<file path="config.mk">
export PLATFORM = sky130hd
export DESIGN_NAME = i2c_cmd_arbiter
export DESIGN_NICKNAME = d
export VERILOG_FILES = /design/src/rtl/i2c_cmd_arbiter.sv
export SDC_FILE = /design/constraint.sdc
export NUM_CORES = 1
export LEC_CHECK = 0
export CORE_MARGIN = 3
export CORE_UTILIZATION = 40
export CTS_CLUSTER_DIAMETER = 80
export CTS_CLUSTER_SIZE = 14
export DETAILED_ROUTE_END_ITERATION = 12
export PLACE_DENSITY = 0.83
export SKIP_CTS_REPAIR_TIMING = 1
export SLEW_MARGIN = 20
export SYNTH_ARGS = -nofsm -noshare
export SYNTH_HDL_FRONTEND = slang
export SYNTH_SLANG_ARGS = --single-unit
export TNS_END_PERCENT = 1
</file>
<file path="constraint.sdc">
create_clock -name clk_i2c -period 3.5 [get_ports clk_i2c]
set_clock_uncertainty 0.15 [all_clocks]
set_input_delay 1.05 -clock clk_i2c [delete_from_list [all_inputs] [get_ports clk_i2c]]
set_output_delay 1.05 -clock clk_i2c [all_outputs]
set_load 0.005 [all_outputs]
</file>
<file path="src/rtl/i2c_cmd_arbiter.sv">
// i2c_cmd_arbiter: shares one I2C_Controller between NREQ command sources.
// Grants round-robin, runs GO/END, checks ACK, times out, pulses done/err.
// Ports: clk_i2c, reset_n (async, active low);
//   req_valid/req_data in, req_grant/req_done/req_err out (per requester);
//   i2c_data/i2c_go out, i2c_end/i2c_ack in (controller side); busy out.
// Optional macro I2C_ARB_RETRY_EN: re-issue a NACKed command up to MAX_RETRY times.
module i2c_cmd_arbiter #(
   parameter int NREQ      = 3,
   parameter int MAX_RETRY = 2,
   parameter int TIMEOUT   = 1023
) (
   input  logic [0:0]         clk_i2c,
   input  logic [0:0]         reset_n,
   input  logic [NREQ-1:0]    req_valid,
   input  logic [24*NREQ-1:0] req_data,
   output logic [NREQ-1:0]    req_grant,
   output logic [NREQ-1:0]    req_done,
   output logic               req_err,
   output logic [23:0]        i2c_data,
   output logic               i2c_go,
   input  logic               i2c_end,
   input  logic [2:0]         i2c_ack,
   output logic               busy
);

   localparam int PW = (NREQ > 1) ? $clog2(NREQ) : 1;
   localparam logic [9:0] TMO = 10'(TIMEOUT);

   if (NREQ < 2 || NREQ > 8 || MAX_RETRY < 0 || MAX_RETRY > 15 ||
       TIMEOUT < 1 || TIMEOUT > 1023) begin : g_param_chk
      $error("i2c_cmd_arbiter: parameter out of range");
   end

`ifdef I2C_ARB_RETRY_EN
   localparam logic [3:0] MR = 4'(MAX_RETRY);
   typedef enum logic [2:0] {
      IDLE, ISSUE, WAIT_LO, WAIT_HI, CHECK, GAP, DONE
   } state_t;
   logic [3:0] retry_cnt;
`else
   typedef enum logic [2:0] {
      IDLE, ISSUE, WAIT_LO, WAIT_HI, CHECK, DONE
   } state_t;
`endif

   state_t            state;
   logic [PW-1:0]     rr_ptr;
   logic [PW-1:0]     owner;
   logic [PW-1:0]     win;
   logic [PW-1:0]     off;
   logic [PW:0]       sum;
   logic [NREQ-1:0]   rot;
   logic [NREQ-1:0]   win_oh;
   logic [NREQ-1:0]   owner_oh;
   logic [23:0]       sel_data;
   logic [9:0]        tmo_cnt;
   logic [2:0]        ack_q;

   // Rotate so bit 0 is the requester at rr_ptr; lowest set bit wins.
   always_comb begin
      rot = (req_valid >> rr_ptr) |
            (req_valid << (NREQ - int'(rr_ptr)));
      off = '0;
      for (int j = NREQ - 1; j >= 0; j--) begin
         if (rot[j]) off = PW'(j);
      end
      sum = {1'b0, rr_ptr} + {1'b0, off};
      if (sum >= (PW+1)'(NREQ)) sum = sum - (PW+1)'(NREQ);
      win = sum[PW-1:0];
   end

   always_comb begin
      win_oh   = '0;
      owner_oh = '0;
      sel_data = '0;
      for (int j = 0; j < NREQ; j++) begin
         win_oh[j]   = (win == PW'(j));
         owner_oh[j] = (owner == PW'(j));
         if (win == PW'(j)) sel_data = req_data[24*j +: 24];
      end
   end

   assign busy = (state != IDLE);

   always_ff @(posedge clk_i2c or negedge reset_n) begin
      if (!reset_n) begin
         state     <= IDLE;
         rr_ptr    <= '0;
         owner     <= '0;
         tmo_cnt   <= '0;
         ack_q     <= '0;
         req_grant <= '0;
         req_done  <= '0;
         req_err   <= 1'b0;
         i2c_data  <= '0;
         i2c_go    <= 1'b0;
`ifdef I2C_ARB_RETRY_EN
         retry_cnt <= '0;
`endif
      end else begin
         req_grant <= '0;
         unique case (state)
            IDLE: begin
               if (|req_valid) begin
                  req_grant <= win_oh;
                  i2c_data  <= sel_data;
                  owner     <= win;
                  rr_ptr    <= (win == PW'(NREQ - 1)) ? '0 : win + 1'b1;
                  state     <= ISSUE;
               end
            end
            ISSUE: begin
               i2c_go  <= 1'b1;
               tmo_cnt <= '0;
               state   <= WAIT_LO;
            end
            WAIT_LO: begin
               if (!i2c_end) begin
                  tmo_cnt <= '0;
                  state   <= WAIT_HI;
               end else if (tmo_cnt == TMO) begin
                  i2c_go   <= 1'b0;
                  req_done <= owner_oh;
                  req_err  <= 1'b1;
                  tmo_cnt  <= '0;
                  state    <= DONE;
               end else begin
                  tmo_cnt <= tmo_cnt + 10'd1;
               end
            end
            WAIT_HI: begin
               if (i2c_end) begin
                  ack_q   <= i2c_ack;
                  tmo_cnt <= '0;
                  state   <= CHECK;
               end else if (tmo_cnt == TMO) begin
                  i2c_go   <= 1'b0;
                  req_done <= owner_oh;
                  req_err  <= 1'b1;
                  tmo_cnt  <= '0;
                  state    <= DONE;
               end else begin
                  tmo_cnt <= tmo_cnt + 10'd1;
               end
            end
            CHECK: begin
               i2c_go <= 1'b0;
`ifdef I2C_ARB_RETRY_EN
               if ((ack_q != 3'b000) && (retry_cnt < MR)) begin
                  retry_cnt <= retry_cnt + 4'd1;
                  state     <= GAP;
               end else begin
                  req_done <= owner_oh;
                  req_err  <= |ack_q;
                  state    <= DONE;
               end
`else
               req_done <= owner_oh;
               req_err  <= |ack_q;
               state    <= DONE;
`endif
            end
`ifdef I2C_ARB_RETRY_EN
            GAP: begin
               state <= ISSUE;
            end
`endif
            DONE: begin
               req_done <= '0;
               req_err  <= 1'b0;
`ifdef I2C_ARB_RETRY_EN
               retry_cnt <= '0;
`endif
               state <= IDLE;
            end
            default: state <= IDLE;
         endcase
      end
   end

endmodule

</file>
==> metrics.cfg, run 1 <==
[outcome]
status = finished, violations left
violations = negative setup slack

[synthesis]
synth-edff-count = 0
syn_area_um2 = 2980
ys_ff_latch = 52
synth_top_flop_cell = dfrtp_1
synth_fp_nets = 389
synthArstFlopShare = 1.00
yosys_warnings = 0
syn_inst = 304
ys_seq_area_frac = 0.437
synthDistinctLibCells = 48
syn_area_per_cell_um2 = 9.79

[grt]
antenna_found_initial = 0
track_usage = 0.191
grt_max_degree = 32
grt-ovfl-total = 0
grt_pass1_vias = 2808
grt_pass1_wl_um = 13200

[cells_and_area]
multi_input_area_um2 = 1670
drive_gt1_frac = 0.188
nNetsFinal = 520
area_growth_pct = 55.4
finish.utilization = 0.659
antenna_cells = 0
nFillCells = 549
seqCellArea_um2 = 1300

[power]
seqPwrFrac = 0.225
p_per_area_nw_per_um2 = 994
clockPowerShare = 0.080
p_total_mw = 4.60
pwr-share-comb = 0.695
ir_worst_vdd_mv = 0.539
p_sw_mw = 1.91
p_int_mw = 2.69
leakage_nw = 1.93
swShare = 0.415

[worst_setup_path]
cp-end-kind = register
crit_type = in2reg
ff2ff_path_depth = 15
cp_max_fo = 18
worstPathRequired_ps = 3570
reg2reg_slack_ps = 60
timing.rr.start = rr_ptr[0]$_DFFE_PN0P_
regToRegEndpoint = i2c_data[10]$_DFFE_PN0P_
worstPathArrival_ps = 3770
start_kind = primary input

[cts]
clk_latency_ps = 300
cts_buffer_depth = 2
cts_sinks = 52
cts-root-buf = clkbuf_8
htreeDepth = 2
clk_pin_slew_ps = 100
cts_buffers = 5
cts_tree = built

[timing]
rsz0062_at_grt = true
fin_tns_setup_ps = -4690
tightest_slew_ps = 854
slew_headroom = 0.430
finalSetupViolCount = 29
post-route-period-util = 1.06
finalHoldViolCount = 0
clock.fmax_mhz = 270
holdWs_ps = 355
finalMaxSlewViolations = 0
layout_min_cycle_time_ps = 3700
worst_slack_ps = -199

[min_path]
worstHoldPathType = reg2reg
min_from = i2c_data[13]$_DFFE_PN0P_
holdPathStages = 2
holdPathEnd = i2c_data[13]$_DFFE_PN0P_

[detailed_routing]
viasPerCell = 5.40
drc_errors = 0
wl_um = 9050
first_pass_iters = 4
vias = 2873
ant_nets = 0
wl_per_cell_um = 17.0
drt_iter0_drc = 138

[floorplanning]
io_pins = 114
initial_core_util = 0.424
die_w_um = 92.3
die-area_um2 = 8510
coreArea_um2 = 7020
rows = 30
die_y_um = 92.3

[placed_design]
place_congestion = 0.828
place_ws_ps = -911
post-dp-hpwl_um = 6200
port_buffers = 113

[run]
cap_violations = 0

-- placed cells by master, fill, tap and decap left out, types with 3 or more instances in the layout --
| cell | n |
|---|---|
| mux2i_1 | 20 |
| nor3_1 | 8 |
| buf_6 | 7 |
| dfrtp_1 | 52 |
| nor2b_1 | 8 |
| mux2_2 | 6 |
| nand2b_1 | 4 |
| buf_4 | 15 |
| nor2_1 | 22 |
| nor4_1 | 3 |
| inv_1 | 8 |
| a21oi_1 | 15 |
| nand3_2 | 6 |
| o211ai_2 | 9 |
| a21o_1 | 8 |
| a21oi_2 | 5 |
| o211ai_1 | 9 |
| nand2_1 | 28 |
| o21ai_0 | 13 |
| clkbuf_8 | 6 |
| nand3_1 | 21 |
| clkdlybuf4s50_1 | 109 |
| xnor2_1 | 9 |
-- metal layers --
| layer | up-vias | GRT usage | routed length, um |
|---|---|---|---|
| met3 | 8 | 0.0492 | 567 |
| met4 | 0 | 0.0297 | 82 |
| met5 | - | 0 | 0 |
| li1 | 1340 | - | - |
| met1 | 1415 | 0.230 | 3660 |
| met2 | 110 | 0.345 | 4740 |
-- how the worst max path moves through the flow --
stage / from / endpoint / depth (start not counted)
after floorplan: req_valid[0] / i2c_data[14]$_DFFE_PN0P_ / 14
after global placement: req_valid[0] / i2c_data[9]$_DFFE_PN0P_ / 15
after detailed placement: req_valid[0] / i2c_data[11]$_DFFE_PN0P_ / 13
after CTS: req_valid[0] / i2c_data[11]$_DFFE_PN0P_ / 13
after global routing: req_valid[0] / i2c_data[7]$_DFFE_PN0P_ / 15
final: req_valid[0] / i2c_data[10]$_DFFE_PN0P_ / 15
-- critical path, cell delays in order --
cell and delay (ps):
buf_6 90, or3_4 380, a21oi_2 140, a31o_2 140, ha_4 130, inv_2 30, fa_1 520, inv_2 80
ha_4 170, nand2b_4 160, buf_6 130, o22ai_2 220, buf_6 160, nand2_8 120, o211ai_1 250
-- final cells by class --
class | count | area share
clock inverter | 1 | 0.00162
tap | 96 | 0.0260
sequential | 52 | 0.281
multi-input combinational | 228 | 0.361
clock buffer | 7 | 0.0187
timing repair buffer | 138 | 0.303
inverter | 10 | 0.00811
-- Yosys cell counts, types with 9 or more instances --
cell,count,area [um2]
nor2_1,24,90.1
mux2i_1,20,200
inv_1,10,37.5
xnor2_1,9,78.8
o211ai_2,9,113
o211ai_1,9,67.6
dfrtp_1,52,1300
nand2_1,28,105
o21ai_0,13,65.1
a21oi_1,19,95.1
nand3_1,27,135
-- power groups by stage --
stage | Combinational (mW) | Sequential [mW] | Clock [mW]
after floorplan | 1.70 | 1.00 | 0
after global placement | 2.51 | 1.03 | 0
after detailed placement | 2.59 | 1.04 | 0
after CTS | 2.60 | 1.03 | 0.372
after global routing | 3.42 | 1.06 | 0.395
final | 3.20 | 1.03 | 0.368
-- cells by family after synthesis --
group                      Yosys count  synth area share
muxes                               27            0.0937
and+or+nand+nor                    116             0.199
DFF                                 52             0.437
buffers and inverters               25            0.0521
AOI/OAI and AO/OA                   70             0.169
adders and majority gates            5            0.0227
xor gates and xnor gates             9            0.0265
-- registers in the layout, summed over array words and instances (netlist names) --
| name | count |
|---|---|
| rr_ptr | 2 |
| tmo_cnt | 10 |
| req_err | 1 |
| req_done | 3 |
| req_grant | 3 |
| ack_q | 3 |
| i2c_go | 1 |
| owner | 2 |
| i2c_data | 24 |
| state | 3 |
-- through the flow --
step                cell area (um2)  cells
finish                         4630    532
detailed placement             4300    518
global placement               4300    518
floorplan                      3010    304
global route                   4630    532
CTS                            4390    526
(Power assumes the default switching activity.)
==> inputs of run 2 (changes only) <==
ABC_AREA = 1   (was not set)
CAP_MARGIN = 10   (was not set)
PLACE_DENSITY = 0.81   (was 0.83)
==> run 2 against run 1 <==
The run now ends clean. Worst setup slack improved by 240 ps. Hold slack got worse by 17 ps. Maximum frequency rose by 6.9%. Register-to-register slack improved by 240 ps. Die area rose by 6.9%. Clock power fell by 2%. Core utilization rose by 0.89 points. Area after synthesis rose by 7.4%. Sequential cell count did not move. Critical path depth rose by 4. Non-clock buffer count rose by 6. Combinational power rose by 59%.
==> metrics.cfg, run 2 <==
[outcome]
status = completed

[grt]
grt-ovfl-total = 0  ; unchanged
grt_max_degree = 43  ; +34%
antenna_found_initial = 0  ; unchanged
grt_pass1_wl_um = 13900  ; +4.9%
grt_pass1_vias = 3231  ; +15%
track_usage = 0.191  ; about the same

[min_path]
holdPathStages = 2  ; unchanged
worstHoldPathType = reg2reg
min_from = ack_q[0]$_DFFE_PN0P_
holdPathEnd = ack_q[0]$_DFFE_PN0P_

[worst_setup_path]
reg2reg_slack_ps = 300  ; +240 ps
regToRegEndpoint = i2c_data[12]$_DFFE_PN0P_
start_kind = primary input
worstPathRequired_ps = 3590  ; +20 ps
cp_max_fo = 7  ; -11
timing.rr.start = rr_ptr[0]$_DFFE_PN0P_
cp-end-kind = register
ff2ff_path_depth = 19  ; +4
worstPathArrival_ps = 3550  ; -220 ps
crit_type = in2reg

[placed_design]
place_congestion = 0.850  ; +2.6%
placed_cell_area_um2 = 4570  ; +6.5%
post-dp-hpwl_um = 6810  ; +10%
place_ws_ps = -654  ; +257 ps
dp.cells = 692  ; +34%
port_buffers = 113  ; unchanged

[floorplanning]
die-area_um2 = 9100  ; +6.9%
io_pins = 114  ; unchanged
die_w_um = 95.4  ; +3.4%
die_y_um = 95.4  ; +3.4%
initial_core_util = 0.427  ; +0.00315
coreArea_um2 = 7490  ; +6.6%
rows = 31  ; +3.3%

[synthesis]
ys_seq_area_frac = 0.407  ; -0.0303
synth-edff-count = 0  ; unchanged
yosys_warnings = 0  ; unchanged
synth.area.top_cells = dfrtp_1 (41%), nand2_1 (17%), nand3_1 (13%)
synthArstFlopShare = 1.00  ; unchanged
syn_area_per_cell_um2 = 6.68  ; -32%
synth_top_flop_cell = dfrtp_1
synthDistinctLibCells = 27  ; -44%
synth_most_common_cell = nand2_1
syn_inst = 479  ; +58%
synth_common_cells = nand2_1 (148), nand3_1 (82), nor2_1 (68), dfrtp_1 (52), inv_1 (48)
syn_area_um2 = 3200  ; +7.4%
synth_top_cell_by_area = dfrtp_1
synth_fp_nets = 564  ; +45%
ys_ff_latch = 52  ; unchanged
synth_top_area_share = 0.407  ; -0.0303

[power]
seqPwrFrac = 0.157  ; -0.068
leakage_nw = 2.39  ; +24%
ir_worst_vdd_mv = 1.01  ; +88%
p_sw_mw = 3.05  ; +60%
p_per_area_nw_per_um2 = 1290  ; +30%
p_total_mw = 6.45  ; +40%
p_int_mw = 3.41  ; +26%
clockPowerShare = 0.056  ; -0.024
pwr-share-comb = 0.787  ; +0.092
swShare = 0.472  ; +0.0577

[detailed_routing]
first_pass_iters = 4  ; unchanged
wl_um = 9900  ; +9.4%
wl_per_cell_um = 13.9  ; -18%
viasPerCell = 5.11  ; -5.4%
drc_errors = 0  ; unchanged
ant_nets = 0  ; unchanged
vias = 3634  ; +26%
drt_iter0_drc = 193  ; +40%

[cts]
cts_buffers = 5  ; unchanged
cts-root-buf = clkbuf_8
cts_sinks = 52  ; unchanged
cts_buffer_depth = 2  ; unchanged
clk_pin_slew_ps = 110  ; about the same
htreeDepth = 2  ; unchanged
cts_tree = built
clk_latency_ps = 320  ; +20 ps

[timing]
slew_headroom = 0.552  ; +0.122
post-route-period-util = 0.989  ; -0.0680
finalHoldViolCount = 0  ; unchanged
finalMaxSlewViolations = 0  ; unchanged
tightest_slew_ps = 672  ; -182 ps
finalSetupViolCount = 0  ; -100%
rsz0062_at_grt = true
layout_min_cycle_time_ps = 3460  ; -238 ps
clock.fmax_mhz = 289  ; +6.9%
holdWs_ps = 338  ; -17.3 ps
worst_slack_ps = 39.1  ; +238 ps

[run]
cap_violations = 0  ; unchanged

[cells_and_area]
top_register = i2c_data
drive_gt1_frac = 0.137  ; -0.0508
area_growth_pct = 56.3
final_cell_mix = nand2_1 (141), clkdlybuf4s50_1 (109), nand3_1 (73)
nNetsFinal = 696  ; +34%
seqCellArea_um2 = 1300  ; unchanged
top_regs = i2c_data: 24 flops, tmo_cnt: 10 flops
multi_input_area_um2 = 1750  ; +5.0%
mostFrequentLayoutCell = nand2_1
largest_register_ffs = 24  ; unchanged
final_cells = 711  ; +34%
antenna_cells = 0  ; unchanged
fin_area_um2 = 5000  ; +8.1%
nFillCells = 605  ; +10%

## run 2: changes by cell type after synthesis, moves of 15 or more
cell and change:
nand2_1 +120, nand3_1 +55, nor2_1 +44, inv_1 +38
mux2i_1 -20, a21oi_1 -15
## run 2: metrics by stage
stage | utilization | setup TNS, ps
floorplan | - | -603
global placement | 0.611 | -15290
detailed placement | 0.611 | -17640
CTS | 0.624 | -7760
global route | 0.668 | -1330
finish | 0.668 | 0
## run 2: logic make-up (layout without fill, tap and decap cells)
logic type,count (synthesis),in the layout,share of synthesized area
simple gates,320,320,0.426
compound gates,31,31,0.0509
fa+ha+maj,4,4,0.0180
xor+xnor,2,2,0.00548
buf+inv,70,203,0.0927
flops,52,52,0.407
## run 2: worst max path at each step
stage / startpoint / to / slack, ps / cells after the start
6_report: req_valid[0] / i2c_data[12]$_DFFE_PN0P_ / 40 / 19
5_1_grt: req_valid[1] / i2c_data[16]$_DFFE_PN0P_ / -100 / 22
4_1_cts: req_valid[0] / i2c_data[16]$_DFFE_PN0P_ / -330 / 20
3_5_place_dp: req_valid[0] / i2c_data[16]$_DFFE_PN0P_ / -650 / 20
3_3_place_gp: req_valid[0] / i2c_data[11]$_DFFE_PN0P_ / -570 / 18
2_1_floorplan: req_valid[1] / i2c_data[11]$_DFFE_PN0P_ / -40 / 22
## run 2: power groups by stage
| stage | logic [mW] | registers, mW | clock network, mW |
|---|---|---|---|
| 2_1_floorplan | 2.42 | 1.01 | 0 |
| 3_3_place_gp | 3.63 | 1.01 | 0 |
| 3_5_place_dp | 3.73 | 1.02 | 0 |
| 4_1_cts | 3.74 | 1.01 | 0.372 |
| 5_1_grt | 5.52 | 1.04 | 0.393 |
| 6_report | 5.08 | 1.01 | 0.360 |
## run 2: layout make-up
class,count,area share
Tap cell,99,0.0248
Timing Repair Buffer,144,0.306
Inverter,51,0.0388
Clock buffer,5,0.0138
Sequential cell,52,0.260
Multi-Input combinational cell,357,0.351
Clock inverter,3,0.00526
## run 2: metal layers
metal	GRT usage	vias to the layer above	wire, um
li1	-	1780	-
met1	0.227	1677	3800
met2	0.327	165	5000
met3	0.0679	12	957
met4	0.0498	0	137
met5	0	-	0
## run 2: worst max-delay path: stages
cell,delay [ps]
clkbuf_2,120
nand2_2,70
o21ai_2,70
o21ai_2,160
nand2_1,80
a21oi_2,110
ha_2,180
inv_2,30
fa_1,520
inv_2,70
ha_4,180
inv_4,80
nand3_4,110
nand2_4,120
nand2_8,100
buf_6,150
nand3_1,90
nand2_1,90
o21ai_1,160
==> inputs of run 3 (changes only) <==
PLACE_DENSITY = not set   (was 0.81)
PLACE_DENSITY_LB_ADDON = 0.05   (was not set)
==> run 3 against run 2 <==
Core utilization decreased by 1.3 points. Via count decreased by 5.3%. Critical path depth decreased by 1. Non-clock buffer count decreased by 8. Critical endpoint is now i2c_data[8]$_DFFE_PN0P_. Design area decreased by 1.9%. Die area unchanged.
==> metrics.cfg, run 3 (synthesis gave the netlist of run 2 again) <==
[outcome]
status = completed

[cells_and_area]
antenna_cells = 0  ; unchanged
top_regs = i2c_data: 24 flops, tmo_cnt: 10 flops
drive_gt1_frac = 0.124  ; -0.0131
final_cell_mix = nand2_1 (142), clkdlybuf4s50_1 (109), nand3_1 (72)
mostFrequentLayoutCell = nand2_1
top_register = i2c_data
area_growth_pct = 53.4
nNetsFinal = 688  ; -1.1%
final_cells = 703  ; -1.1%
largest_register_ffs = 24  ; unchanged
fin_area_um2 = 4910  ; -1.9%
finish.utilization = 0.655  ; -0.0125

[detailed_routing]
drt_iter0_drc = 137  ; -29%
viasPerCell = 4.90  ; -4.2%
wl_per_cell_um = 13.0  ; -6.7%
drc_errors = 0  ; unchanged
ant_nets = 0  ; unchanged
vias = 3442  ; -5.3%
wl_um = 9140  ; -7.7%
first_pass_iters = 4  ; unchanged

[power]
seqPwrFrac = 0.169  ; +0.012
clockPowerShare = 0.061  ; +0.005
p_per_area_nw_per_um2 = 1210  ; -6.1%
pwr-share-comb = 0.770  ; -0.017
leakage_nw = 2.33  ; -2.4%
p_sw_mw = 2.82  ; -7.6%
swShare = 0.474  ; +0.00165
p_int_mw = 3.13  ; -8.2%
ir_worst_vdd_mv = 0.732  ; -28%

[placed_design]
placed_cell_area_um2 = 4570  ; about the same
post-dp-hpwl_um = 6700  ; -1.7%
dp.cells = 690  ; -0.29%
place_congestion = 0.909  ; +7.0%
port_buffers = 113  ; unchanged

[timing]
post-route-period-util = 0.964  ; -0.0247
holdWs_ps = 333  ; -4.35 ps
fin_tns_setup_ps = 0  ; unchanged
layout_min_cycle_time_ps = 3370  ; -86.4 ps
tightest_slew_ps = 479  ; -194 ps
finalMaxSlewViolations = 0  ; unchanged
clock.fmax_mhz = 296  ; +2.6%
finalSetupViolCount = 0  ; unchanged
finalHoldViolCount = 0  ; unchanged
slew_headroom = 0.681  ; +0.129

[worst_setup_path]
cp_slowest_cell = fa_1
cp_max_fo = 8  ; +1
cpPeakStageDelay_ps = 550  ; +30 ps
worstPathRequired_ps = 3570  ; -20 ps
worstPathArrival_ps = 3440  ; -110 ps
regToRegEndpoint = i2c_data[8]$_DFFE_PN0P_
ff2ff_path_depth = 20  ; +1
critical_path_buf_inv_count = 5  ; unchanged
cp-end-kind = register
start_kind = primary input
path_cells = buf_8 > buf_4 > o21ai_1 > nand3_1 > o21ai_0 > nand2_1 > fa_1 > inv_2 > ha_4 > inv_4 > nand3_4 > nand2_4 > nand2_8 > clkbuf_16 > nand3_1 > nand2_1 > nor2_1 > nor2_1
cp_top_family = simple AND/OR/NAND/NOR gates
reg2reg_slack_ps = 390  ; +90 ps
crit_type = in2reg
timing.rr.start = rr_ptr[0]$_DFFE_PN0P_
crit_cells = 18  ; -1

[floorplanning]
coreArea_um2 = 7490  ; unchanged
die-area_um2 = 9100  ; unchanged
initial_core_util = 0.427  ; unchanged
die_w_um = 95.4  ; unchanged
die_y_um = 95.4  ; unchanged
rows = 31  ; unchanged
io_pins = 114  ; unchanged

[grt]
grt-ovfl-total = 0  ; unchanged
antenna_found_initial = 0  ; unchanged
track_usage = 0.190  ; -0.000776
grt_max_degree = 38  ; -12%
grt_pass1_vias = 3208  ; -0.71%
grt_pass1_wl_um = 13900  ; +0.35%

[min_path]
holdPathEnd = ack_q[2]$_DFFE_PN0P_
holdPathStages = 2  ; unchanged
worstHoldPathType = reg2reg
min_from = ack_q[2]$_DFFE_PN0P_

[cts]
htreeDepth = 2  ; unchanged
cts_buffers = 5  ; unchanged
cts_buffer_depth = 2  ; unchanged
cts_tree = built
clk_latency_ps = 300  ; -20 ps
cts-root-buf = clkbuf_8
cts_sinks = 52  ; unchanged
clk_pin_slew_ps = 110  ; about the same

[run]
cap_violations = 0  ; unchanged

## run 3: cell count changes in the layout (fill, tap and decap cells not counted), moves of 2 or more
cell	delta
buf_4	-3
buf_6	-3
nor2_1	+2
nor2_2	-2
clkbuf_16	-2
## run 3: how the worst max path moves through the flow
stage | start | endpoint
6_report | req_valid[1] | i2c_data[8]$_DFFE_PN0P_
2_1_floorplan | req_valid[1] | i2c_data[11]$_DFFE_PN0P_
3_5_place_dp | req_valid[0] | i2c_data[11]$_DFFE_PN0P_
5_1_grt | req_valid[0] | i2c_data[4]$_DFFE_PN0P_
3_3_place_gp | req_valid[0] | i2c_data[22]$_DFFE_PN0P_
4_1_cts | req_valid[0] | i2c_data[0]$_DFFE_PN0P_
## run 3: worst reg2reg max path, stage by stage (launching register included)
cell,delay (ps)
dfrtp_1,560
nand2_2,100
o21ai_2,80
nand2_1,80
o21ai_2,70
nand2_1,80
a21oi_2,110
ha_2,180
inv_2,30
fa_1,510
inv_2,60
ha_4,170
inv_4,80
nand3_4,110
nand2_4,130
nand2_8,80
clkbuf_16,170
nand3_1,80
nand2_1,50
nor2_1,110
nor2_1,40
## run 3: power by group through the flow
stage / Clock (mW) / Sequential, mW / Combinational (mW)
6_report: 0.360 / 1.01 / 4.58
3_5_place_dp: 0 / 1.01 / 3.75
3_3_place_gp: 0 / 1.01 / 3.69
4_1_cts: 0.369 / 1.00 / 3.76
2_1_floorplan: 0 / 1.01 / 2.42
5_1_grt: 0.397 / 1.04 / 5.05
## run 3: routing by layer
layer,part of all wire,track usage,vias to the layer above
li1,-,-,1763
met1,0.42,0.225,1584
met2,0.51,0.341,87
met3,0.062,0.0537,8
met4,0.012,0.0391,0
met5,0,0,-
## run 3: final cells by class
type	instances	area [um2]
clock inverter	3	21.3
inverter	51	199
clock buffer	5	68.8
sequential	52	1300
tap	99	124
timing repair buffer	136	1440
multi-input combinational	357	1750
fill	685	2580
## run 3: stage by stage
stage | worst slack, ps | power, mW
after floorplan | -35.2 | 3.43
after global placement | -528 | 4.69
after detailed placement | -609 | 4.76
after CTS | -303 | 5.13
after global routing | -24.0 | 6.49
final | 125 | 5.94
